[config.mk]
export PLATFORM = sky130hd
export DESIGN_NAME = alu_sched_flat
export DESIGN_NICKNAME = d
export VERILOG_FILES = /design/src/rtl/alu_pkg.sv /design/src/rtl/alu_sched_if.sv /design/src/rtl/alu.sv /design/src/rtl/alu_sched.sv /design/src/flat_wrapper.sv
export SDC_FILE = /design/constraint.sdc
export NUM_CORES = 1
export LEC_CHECK = 0
export CORE_MARGIN = 2
export CORE_UTILIZATION = 30
export CTS_BUF_LIST = sky130_fd_sc_hd__clkbuf_8 sky130_fd_sc_hd__clkbuf_16
export DETAILED_ROUTE_END_ITERATION = 7
export SETUP_SLACK_MARGIN = 0.2
export SLEW_MARGIN = 5
export SYNTH_ARGS = -nofsm -noshare
export SYNTH_HDL_FRONTEND = slang
export SYNTH_SLANG_ARGS = --single-unit
[constraint.sdc]
create_clock -name clk -period 33.2 [get_ports clk]
set_input_delay 4.98 -clock clk [delete_from_list [all_inputs] [get_ports clk]]
set_output_delay 4.98 -clock clk [all_outputs]
set_load 0.005 [all_outputs]
[src/rtl/alu_pkg.sv]
// Shared ALU definitions: opcode encoding, scheduler state encoding and default width.
package alu_pkg;

    localparam int unsigned LEN_DEF = 8;

    localparam logic [3:0] OP_ADD  = 4'b0000;
    localparam logic [3:0] OP_SUB  = 4'b0001;
    localparam logic [3:0] OP_MUL  = 4'b0010;
    localparam logic [3:0] OP_DIV  = 4'b0011;
    localparam logic [3:0] OP_XOR  = 4'b0100;
    localparam logic [3:0] OP_AND  = 4'b0101;
    localparam logic [3:0] OP_OR   = 4'b0110;
    localparam logic [3:0] OP_SHL  = 4'b0111;
    localparam logic [3:0] OP_SHR  = 4'b1000;
    localparam logic [3:0] OP_LAST = 4'b1000;

    typedef enum logic [1:0] {
        IDLE = 2'd0,
        EXEC = 2'd1,
        RESP = 2'd2
    } state_t;

    function automatic logic op_defined(input logic [3:0] code);
        return code <= OP_LAST;
    endfunction

endpackage

[src/rtl/alu_sched_if.sv]
// Requester and response channels between the issue logic and alu_sched.
interface alu_sched_if
    import alu_pkg::*;
#(
    parameter int LEN = LEN_DEF
);
    logic           req0_valid;
    logic           req0_ready;
    logic [LEN-1:0] req0_a;
    logic [LEN-1:0] req0_b;
    logic [3:0]     req0_code;

    logic           req1_valid;
    logic           req1_ready;
    logic [LEN-1:0] req1_a;
    logic [LEN-1:0] req1_b;
    logic [3:0]     req1_code;

    logic           rsp_valid;
    logic           rsp_ready;
    logic [LEN-1:0] rsp_data;
    logic           rsp_id;
    logic           rsp_zero;
    logic           rsp_err;
    logic           busy;

    modport master (
        output req0_valid, req0_a, req0_b, req0_code,
        input  req0_ready,
        output req1_valid, req1_a, req1_b, req1_code,
        input  req1_ready,
        input  rsp_valid, rsp_data, rsp_id, rsp_zero, rsp_err, busy,
        output rsp_ready
    );

    modport slave (
        input  req0_valid, req0_a, req0_b, req0_code,
        output req0_ready,
        input  req1_valid, req1_a, req1_b, req1_code,
        output req1_ready,
        output rsp_valid, rsp_data, rsp_id, rsp_zero, rsp_err, busy,
        input  rsp_ready
    );
endinterface

[src/rtl/alu.sv]
// Combinational ALU; modulo-2^LEN arithmetic, zero-fill shifts, unsigned truncating divide.
module alu
    import alu_pkg::*;
#(
    parameter int LEN = LEN_DEF
) (
    input  logic [LEN-1:0] a,
    input  logic [LEN-1:0] b,
    input  logic [3:0]     code,
    output logic [LEN-1:0] y
);

    always_comb begin
        // NOTE: default assignment first so no path through the case can infer a latch.
        y = '0;
        case (code)
            OP_ADD: y = a + b;
            OP_SUB: y = a - b;
            OP_MUL: y = a * b;
            OP_DIV: y = (b == '0) ? '0 : a / b;
            OP_XOR: y = a ^ b;
            OP_AND: y = a & b;
            OP_OR:  y = a | b;
            OP_SHL: y = {a[LEN-2:0], 1'b0};
            OP_SHR: y = {1'b0, a[LEN-1:1]};
            default: y = '0;
        endcase
    end

endmodule

[src/rtl/alu_sched.sv]
// Round-robin two-requester front end for one shared alu: capture, execute one cycle,
// then hold a registered result with zero/error flags until the consumer takes it.
module alu_sched
    import alu_pkg::*;
#(
    parameter int LEN = LEN_DEF
) (
    input  logic        clk,
    input  logic        rst_n,
    alu_sched_if.slave  bus
);

    state_t         state;
    logic           rr;
    logic           id;
    logic [LEN-1:0] op_a;
    logic [LEN-1:0] op_b;
    logic [3:0]     op_code;

    logic           rsp_valid;
    logic [LEN-1:0] rsp_data;
    logic           rsp_id;
    logic           rsp_zero;
    logic           rsp_err;
    logic           busy;

    logic           grant_any;
    logic           grant_id;
    logic           accept;
    logic [LEN-1:0] alu_y;
    logic           div_zero;
    logic           undef;
    logic [LEN-1:0] res_data;
    logic           res_err;

    always_comb begin
        grant_any = bus.req0_valid | bus.req1_valid;
        grant_id  = (bus.req0_valid && bus.req1_valid) ? rr : bus.req1_valid;
    end

    // Gated by rst_n so nothing is offered a grant while held in reset.
    assign accept         = rst_n && (state == IDLE) && grant_any;
    assign bus.req0_ready = accept && !grant_id;
    assign bus.req1_ready = accept && grant_id;

    alu #(.LEN(LEN)) u_alu (
        .a    (op_a),
        .b    (op_b),
        .code (op_code),
        .y    (alu_y)
    );

    always_comb begin
        div_zero = (op_code == OP_DIV) && (op_b == '0);
        undef    = !op_defined(op_code);
        res_err  = div_zero | undef;
        if (undef)         res_data = '0;
        else if (div_zero) res_data = '1;
        else               res_data = alu_y;
    end

    // NOTE: operand registers are reset along with control so the ALU never sees X after reset.
    always_ff @(posedge clk or negedge rst_n) begin
        if (!rst_n) begin
            state     <= IDLE;
            rr        <= 1'b0;
            id        <= 1'b0;
            op_a      <= '0;
            op_b      <= '0;
            op_code   <= '0;
            rsp_valid <= 1'b0;
            rsp_data  <= '0;
            rsp_id    <= 1'b0;
            rsp_zero  <= 1'b0;
            rsp_err   <= 1'b0;
            busy      <= 1'b0;
        end else begin
            // NOTE: non-blocking assignments so every register samples pre-edge values.
            case (state)
                IDLE: begin
                    if (accept) begin
                        op_a    <= grant_id ? bus.req1_a    : bus.req0_a;
                        op_b    <= grant_id ? bus.req1_b    : bus.req0_b;
                        op_code <= grant_id ? bus.req1_code : bus.req0_code;
                        id      <= grant_id;
                        rr      <= ~grant_id;
                        busy    <= 1'b1;
                        state   <= EXEC;
                    end
                end
                EXEC: begin
                    rsp_data  <= res_data;
                    rsp_err   <= res_err;
                    rsp_zero  <= (res_data == '0);
                    rsp_id    <= id;
                    rsp_valid <= 1'b1;
                    state     <= RESP;
                end
                RESP: begin
                    if (bus.rsp_ready) begin
                        rsp_valid <= 1'b0;
                        busy      <= 1'b0;
                        state     <= IDLE;
                    end
                end
                default: state <= IDLE;
            endcase
        end
    end

    assign bus.rsp_valid = rsp_valid;
    assign bus.rsp_data  = rsp_data;
    assign bus.rsp_id    = rsp_id;
    assign bus.rsp_zero  = rsp_zero;
    assign bus.rsp_err   = rsp_err;
    assign bus.busy      = busy;

endmodule

[src/flat_wrapper.sv]
// flat-port wrapper written by rule: the top's interface ports become plain ports
module alu_sched_flat import alu_pkg::*;
#(
    parameter int LEN = LEN_DEF
)
  (clk, rst_n, bus_req0_valid, bus_req0_a, bus_req0_b, bus_req0_code, bus_req0_ready, bus_req1_valid, bus_req1_a, bus_req1_b, bus_req1_code, bus_req1_ready, bus_rsp_valid, bus_rsp_data, bus_rsp_id, bus_rsp_zero, bus_rsp_err, bus_busy, bus_rsp_ready);
  alu_sched_if #(.LEN(LEN)) bus_i ();
  input  logic clk;
  input  logic rst_n;
  input wire logic [$bits(bus_i.req0_valid)-1:0] bus_req0_valid;
  input wire logic [$bits(bus_i.req0_a)-1:0] bus_req0_a;
  input wire logic [$bits(bus_i.req0_b)-1:0] bus_req0_b;
  input wire logic [$bits(bus_i.req0_code)-1:0] bus_req0_code;
  output wire logic [$bits(bus_i.req0_ready)-1:0] bus_req0_ready;
  input wire logic [$bits(bus_i.req1_valid)-1:0] bus_req1_valid;
  input wire logic [$bits(bus_i.req1_a)-1:0] bus_req1_a;
  input wire logic [$bits(bus_i.req1_b)-1:0] bus_req1_b;
  input wire logic [$bits(bus_i.req1_code)-1:0] bus_req1_code;
  output wire logic [$bits(bus_i.req1_ready)-1:0] bus_req1_ready;
  output wire logic [$bits(bus_i.rsp_valid)-1:0] bus_rsp_valid;
  output wire logic [$bits(bus_i.rsp_data)-1:0] bus_rsp_data;
  output wire logic [$bits(bus_i.rsp_id)-1:0] bus_rsp_id;
  output wire logic [$bits(bus_i.rsp_zero)-1:0] bus_rsp_zero;
  output wire logic [$bits(bus_i.rsp_err)-1:0] bus_rsp_err;
  output wire logic [$bits(bus_i.busy)-1:0] bus_busy;
  input wire logic [$bits(bus_i.rsp_ready)-1:0] bus_rsp_ready;
  assign bus_i.req0_valid = bus_req0_valid;
  assign bus_i.req0_a = bus_req0_a;
  assign bus_i.req0_b = bus_req0_b;
  assign bus_i.req0_code = bus_req0_code;
  assign bus_req0_ready = bus_i.req0_ready;
  assign bus_i.req1_valid = bus_req1_valid;
  assign bus_i.req1_a = bus_req1_a;
  assign bus_i.req1_b = bus_req1_b;
  assign bus_i.req1_code = bus_req1_code;
  assign bus_req1_ready = bus_i.req1_ready;
  assign bus_rsp_valid = bus_i.rsp_valid;
  assign bus_rsp_data = bus_i.rsp_data;
  assign bus_rsp_id = bus_i.rsp_id;
  assign bus_rsp_zero = bus_i.rsp_zero;
  assign bus_rsp_err = bus_i.rsp_err;
  assign bus_busy = bus_i.busy;
  assign bus_i.rsp_ready = bus_rsp_ready;
  alu_sched #(.LEN(LEN)) u_core (.clk(clk), .rst_n(rst_n), .bus(bus_i));
endmodule
==> metrics.md <==
| Metric | Value |
|---|---|
| Synth Area in Compound Gates | `22.07%` |
| Die Span Y | `133.5 um` |
| Global-route met1 utilization | `24.86%` |
| Largest family of logic cells by synthesized area | `adder cells` |
| Worst path slowest cell | `dfrtp_1` |
| Netlist cell types | `59` |
| Fin crit share | `approximately 38%` |
| Seq/Total Area, Yosys | `18.41%` |
| Share of cells above drive strength 1 | `around 5.7%` |
| RSZ-0062 raised after global routing | `no` |
| CP max FO | `12` |
| Core area | `approximately 16000 sq um` |
| Final min period | `12480 ps` |
| Cells after synthesis | `601` |
| CP Capture Type | `flop` |
| CTS max path bufs | `2` |
| CTS Buf Count | `5` |
| Post-CTS setup buffers | `0` |
| Synth Flop Type | `dfrtp_1` |
| Final hold viol count | `0` |
| Post-route antenna net violation count | `0` |
| Clk_skew | `5.412 ps` |
| Post_cts resized | `0` |
| CP Launch Type | `flop` |
| Number of inserted diodes | `0` |
| Post-Place Cell Area | `approximately 6000 sq um` |
| # hold bufs at CTS | `0` |
| Total wire length | `15.48 mm` |
| Number of synthesized flops with an enable pin | `0` |
| Met2 Use GR | `28.32%` |
| Post-DP HPWL | `11.89 mm` |
| I/O Buffers | `59` |
| Vias in the first global route | `around 4600` |
| Routed wire per std cell | `between 15 and 20 um` |
| Synth Area in XOR/XNOR | `roughly 6.8%` |
| Worst path required time | `roughly 33000 ps` |
| Die area | `about 18000 sq um` |
| Most frequent CP cell | `ha_1` |
| CP Data Arrival Time | `roughly 13000 ps` |
| Grt total ovfl | `0` |
| Setup TNS | `0 ps` |
| IO Count | `60` |
| Final setup viols | `0` |
| Crit path buffers/inverters | `2` |
| Most frequent cells after synthesis | `ha_1, inv_1, nor2_1` |
| Clk root buf | `clkbuf_16` |
| Largest net degree at the start of global routing | `39` |
| Count leader, synth | `ha_1` |
| Clk_lat worst skew | `280 ps` |
| CTS tree | `done` |
| Synth Area in Simple Gates | `16.37%` |
| F_max | `approximately 0.08 GHz` |
| Fin area | `about 6000 sq um` |
| Remaining DRCs | `0` |
| DR iter-0 viols | `439` |
| #FFs+latches synth | `37` |
| Synthesis-to-finish area growth | `19.01%` |
| GRT busiest layer | `met2` |
| Global-route wire length before repair | `around 25 mm` |
| CP top delay family | `compound AO/OA/AOI/OAI gates` |
| Initial antenna violation count | `0` |
| Max_cap viols | `0` |
| Mapped Area | `between 5000 and 6000 sq um` |
| Largest area contributor in the netlist | `ha_1` |
| Starting Density | `between 30% and 40%` |
| Critical path class | `flop to flop` |
| Syn Nets | `approximately 740` |
| # fillers | `about 1800` |
| Die W | `between 100 and 150 um` |
| Nets | `roughly 790` |
| CTS Sinks | `37` |
| Slew HR | `43.41%` |
| Rows | `between 40 and 50` |
| Synth top area share | `19.91%` |
| DR vias | `around 4700` |
| GR met3 Demand/Resource | `around 2.2%` |
| Mean post-synth cell area | `8.367 sq um` |
| Outcome | `finished, final reports clean` |
| Adder-cell area share of the yosys netlist | `~25%` |
| TritonRoute pass-1 iters | `6` |
| Main area contributors after synthesis | `ha_1, dfrtp_1, xnor2_1, fa_1, inv_1` |
| Final Core Density | `a little over a third` |
| Mux contribution to synthesized area | `~4.2%` |
| Reg clk slew, reported paths | `60 ps` |
| Syn. warnings | `0` |
| Hold WS | `around 470 ps` |
| Total GRT Usage | `between 10% and 20%` |
| Largest stage delay on the critical path | `~650 ps` |
| Via/cell ratio | `between 5 and 6` |
| Slew of the pin with the lowest slew margin | `between 800 and 900 ps` |
| Ys async rst share | `between 90% and 100%` |
| Hold WC Path Type | `flop to flop` |
| Pins Over Slew Limit | `0` |
| Placer Congestion | `0.9148` |
| CTS H-tree depth | `2` |
-- sequential cells by signal, indices dropped and copies added, names as in the netlist --
| signal | cells |
|---|---|
| u_core.bus.rsp_err | 1 |
| u_core.rr | 1 |
| u_core.state | 2 |
| u_core.bus.rsp_valid | 1 |
| u_core.op_b | 8 |
| u_core.op_code | 4 |
| u_core.bus.busy | 1 |
| u_core.op_a | 8 |
| u_core.bus.rsp_id | 1 |
| u_core.bus.rsp_zero | 1 |
| u_core.bus.rsp_data | 8 |
| u_core.id | 1 |
-- cell usage in the layout (no fill, tap or decap), types with 4 or more instances in the layout --
master / synthesis / final
fa_1: 13 / 13
o21a_1: 14 / 14
nand3_1: 12 / 12
and3_1: 4 / 4
clkbuf_16: 0 / 5
nor2b_1: 12 / 12
o211ai_1: 4 / 4
nor2_1: 49 / 49
buf_4: 1 / 7
a21oi_1: 35 / 35
xor2_1: 9 / 9
mux2i_1: 4 / 4
a221oi_1: 4 / 4
o21ai_0: 25 / 25
nor3_1: 18 / 18
inv_1: 65 / 65
xnor2_1: 30 / 30
a21o_1: 13 / 13
nor3b_1: 5 / 5
o2111ai_1: 4 / 4
nand2b_1: 8 / 8
clkdlybuf4s50_1: 0 / 58
ha_1: 80 / 80
a222oi_1: 21 / 21
a31oi_1: 5 / 5
dfrtp_1: 37 / 37
nand2_1: 40 / 40
o21ai_1: 4 / 4
a22o_1: 5 / 5
mux2_2: 12 / 12
-- worst reg2reg max path: cells and delay by family, from the launching register on --
kind,cells,cell delay (ps)
and+or+nand+nor,10,2050
AOI/OAI and AO/OA,22,4900
muxes,4,1590
buffers and inverters,2,610
DFF,1,650
adders and majority gates,8,2580
-- stage by stage --
step	cells	worst slack (ps)
2_1_floorplan	601	22060
3_3_place_gp	861	21070
3_5_place_dp	861	20900
4_1_cts	869	20850
5_1_grt	869	19610
6_report	869	20720
-- area by class of cell --
type	count	area (sq um)	share of cell area (%)
multi-input combinational	473	3749	62.64
inverter	65	244.0	4.077
clock buffer	6	138.9	2.321
tap	220	275.3	4.600
sequential	37	925.9	15.47
clock inverter	2	13.76	0.2300
timing repair buffer	66	638.1	10.66
-- final timing paths --
path,startpoint,end,slack [ps],depth (start not counted)
min in group asynchronous,rst_n,u_core.op_code[2],4740,2
max,u_core.op_b[0],u_core.bus.rsp_zero,20720,46
min reg2reg,u_core.id,u_core.bus.rsp_id,470,2
max in group asynchronous,rst_n,u_core.bus.busy,28120,2
max reg2reg,u_core.op_b[0],u_core.bus.rsp_zero,20720,46
min,u_core.id,u_core.bus.rsp_id,470,2
-- kinds of logic (layout without fill, tap and decap cells) --
logic type      after synthesis  after routing
fa+ha+maj                    93             93
simple gates                167            167
mux                          18             18
flops                        37             37
buf+inv                      91            139
xor+xnor                     39             39
compound gates              156            156
-- per-layer routing --
metal / up-vias / wire, um
met5: - / 0
met4: 0 / 316
met3: 22 / 916
met2: 170 / 7179
met1: 2246 / 7067
li1: 2259 / -
Power is left out: the tool's default activity adds up to more than one toggle a clock period on the data nets, which glitch-free logic cannot reach.
==> RTL change: new RTL, config.mk and constraints unchanged <==
Reset style: synchronous (`rst_n`), changed in one clocked block.
--- a/src/rtl/alu_sched.sv
+++ b/src/rtl/alu_sched.sv
@@ -60,7 +60,7 @@
     end
 
     // NOTE: operand registers are reset along with control so the ALU never sees X after reset.
-    always_ff @(posedge clk or negedge rst_n) begin
+    always_ff @(posedge clk) begin
         if (!rst_n) begin
             state     <= IDLE;
             rr        <= 1'b0;
Function: differs if rst_n is asserted again (counterexample within 4 cycles, from zero or initial values and one cycle with rst_n low); with rst_n held inactive, the same outputs for 4 cycles.
==> RTL change against the unedited design <==
Critical path type is now in -> out; setup slack worse by 250 ps; clock skew is 0.70 ps higher; via count is 2.3% higher; area after synthesis is 0.87% higher; register-to-register slack better by 40 ps; global-route usage is 0.84 points lower; sequential cell count stayed put; routed wire length is 3.3% lower; design area is 0.96% higher; highest routed layer unchanged.
==> RTL change: results (changes against the unedited design) <==
stage,metric,value,unit,change
critical_path,RR Endpoint,u_core.bus.rsp_zero,,
synthesis,Synth Net Count,767,,+3.8%
critical_path,r2r setup slk,20760,ps,+40 ps
finish,"Cell Count, Final, Fillers Out",895,,+3.0%
place,Placement Setup Slack,20490,ps,-409 ps
timing,Tmin final,12730,ps,+251 ps
place,gpl congestion,0.934,,+2.1%
synthesis,Post-synth top cells,"87 x nor2_1, 80 x ha_1, 48 x inv_1",,
finish,nets@finish,812,,+3.3%
finish,share of layout cells above drive strength 1,6.96,%,+1.3 points
run_status,outcome,finished clean,,
routing,drt pass-1 iters,5,,-1
critical_path,Setup crit start,rst_n,,
synthesis,ys async rst share,0,%,-100 points
place,Final HPWL DP,11600,um,-2.7%
critical_path,crit path max fanout,31,,+19
place,Placed Instance Area,5870,um^2,+0.73%
critical_path,WP data arrival,7750,ps,-4890 ps
synthesis,Synth area leaders,"ha_1 20%, dfxtp_1 15%, nor2_1 6.4%, fa_1 5.1%, a222oi_1 3.9%",,
synthesis,register area share after synthesis,14.6,%,-3.8 points
global_routing,vias in the first global route,4642,,+0.72%
global_routing,Total Routing Usage GR,16.6,%,-0.84 points
clocking,Post-CTS Setup Bufs,0,,unchanged
critical_path,"slowest stage delay, CP",720,ps,+70 ps
timing,Final Skew,6.11,ps,+0.701 ps
timing,final hold slack,456,ps,-18.6 ps
routing,vias per cell,5.37,,-0.67%
routing,WL/cell,16.7,um,-6.1%
global_routing,largest net degree at the start of global routing,32,,-18%
routing,Initial DRC Count,390,,-11%
timing,worst-margin pin slew,965,ps,+116 ps
place,Inst Count DP,887,,+3.0%
critical_path,R2R Path Start,u_core.op_b[0],,
critical_path,reg2reg path depth,44,,-4.3%
synthesis,syn_area_per_cell,8.06,um^2,-3.6%
global_routing,first-pass GRT wire length,24000,um,-4.0%
synthesis,Cell variety after synth,72,,+22%
[RTL change: changes by cell type after synthesis, sizes merged, moves of 6 or more]
| cell | delta |
|---|---|
| nor2 | +38 |
| inv | -17 |
| nand2 | -11 |
| or3 | +7 |
| dfrtp | -37 |
| a21oi | -8 |
| xnor2 | -8 |
| dfxtp | +37 |
| a2111oi | +6 |
| a21o | -7 |
[RTL change: worst min path at each step]
stage | start | to | cells after the start
after floorplan | u_core.id | u_core.bus.rsp_id | 2
after global placement | u_core.id | u_core.bus.rsp_id | 2
final | u_core.bus.rsp_id | u_core.bus.rsp_id | 2
after CTS | u_core.bus.rsp_id | u_core.bus.rsp_id | 2
after global routing | u_core.bus.rsp_id | u_core.bus.rsp_id | 2
after detailed placement | u_core.id | u_core.bus.rsp_id | 2
[RTL change: layer usage]
metal  GRT usage (%)  wire length, um
met5               0                0
met3            2.27              929
met1            22.8             6890
met2            27.0             6690
met4            5.26              456
[RTL change: final cells by class]
type / instances / area, um^2
clock inverters: 3 / 42.5
flip-flops and latches: 37 / 741
clock buffers: 5 / 125
fillers: 1744 / 10500
well taps: 220 / 275
repair buffers: 65 / 636
multi-input cells: 517 / 4040
inverters: 48 / 180
[RTL change: cells by family (layout without fill, tap and decap cells)]
family	count (synthesis)	count (layout)	share of synthesized area [%]
buf+inv	75	121	5.70
simple gates	208	208	20.1
compound gates	160	160	23.2
fa+ha+maj	93	93	24.9
mux	23	23	5.35
flops	37	37	14.6
xor+xnor	33	33	6.24
[RTL change: worst max-delay path: cells and delay by family]
kind                   cells  cell delay, ps
and+or+nand+nor            2            1030
buffers and inverters      3            1730
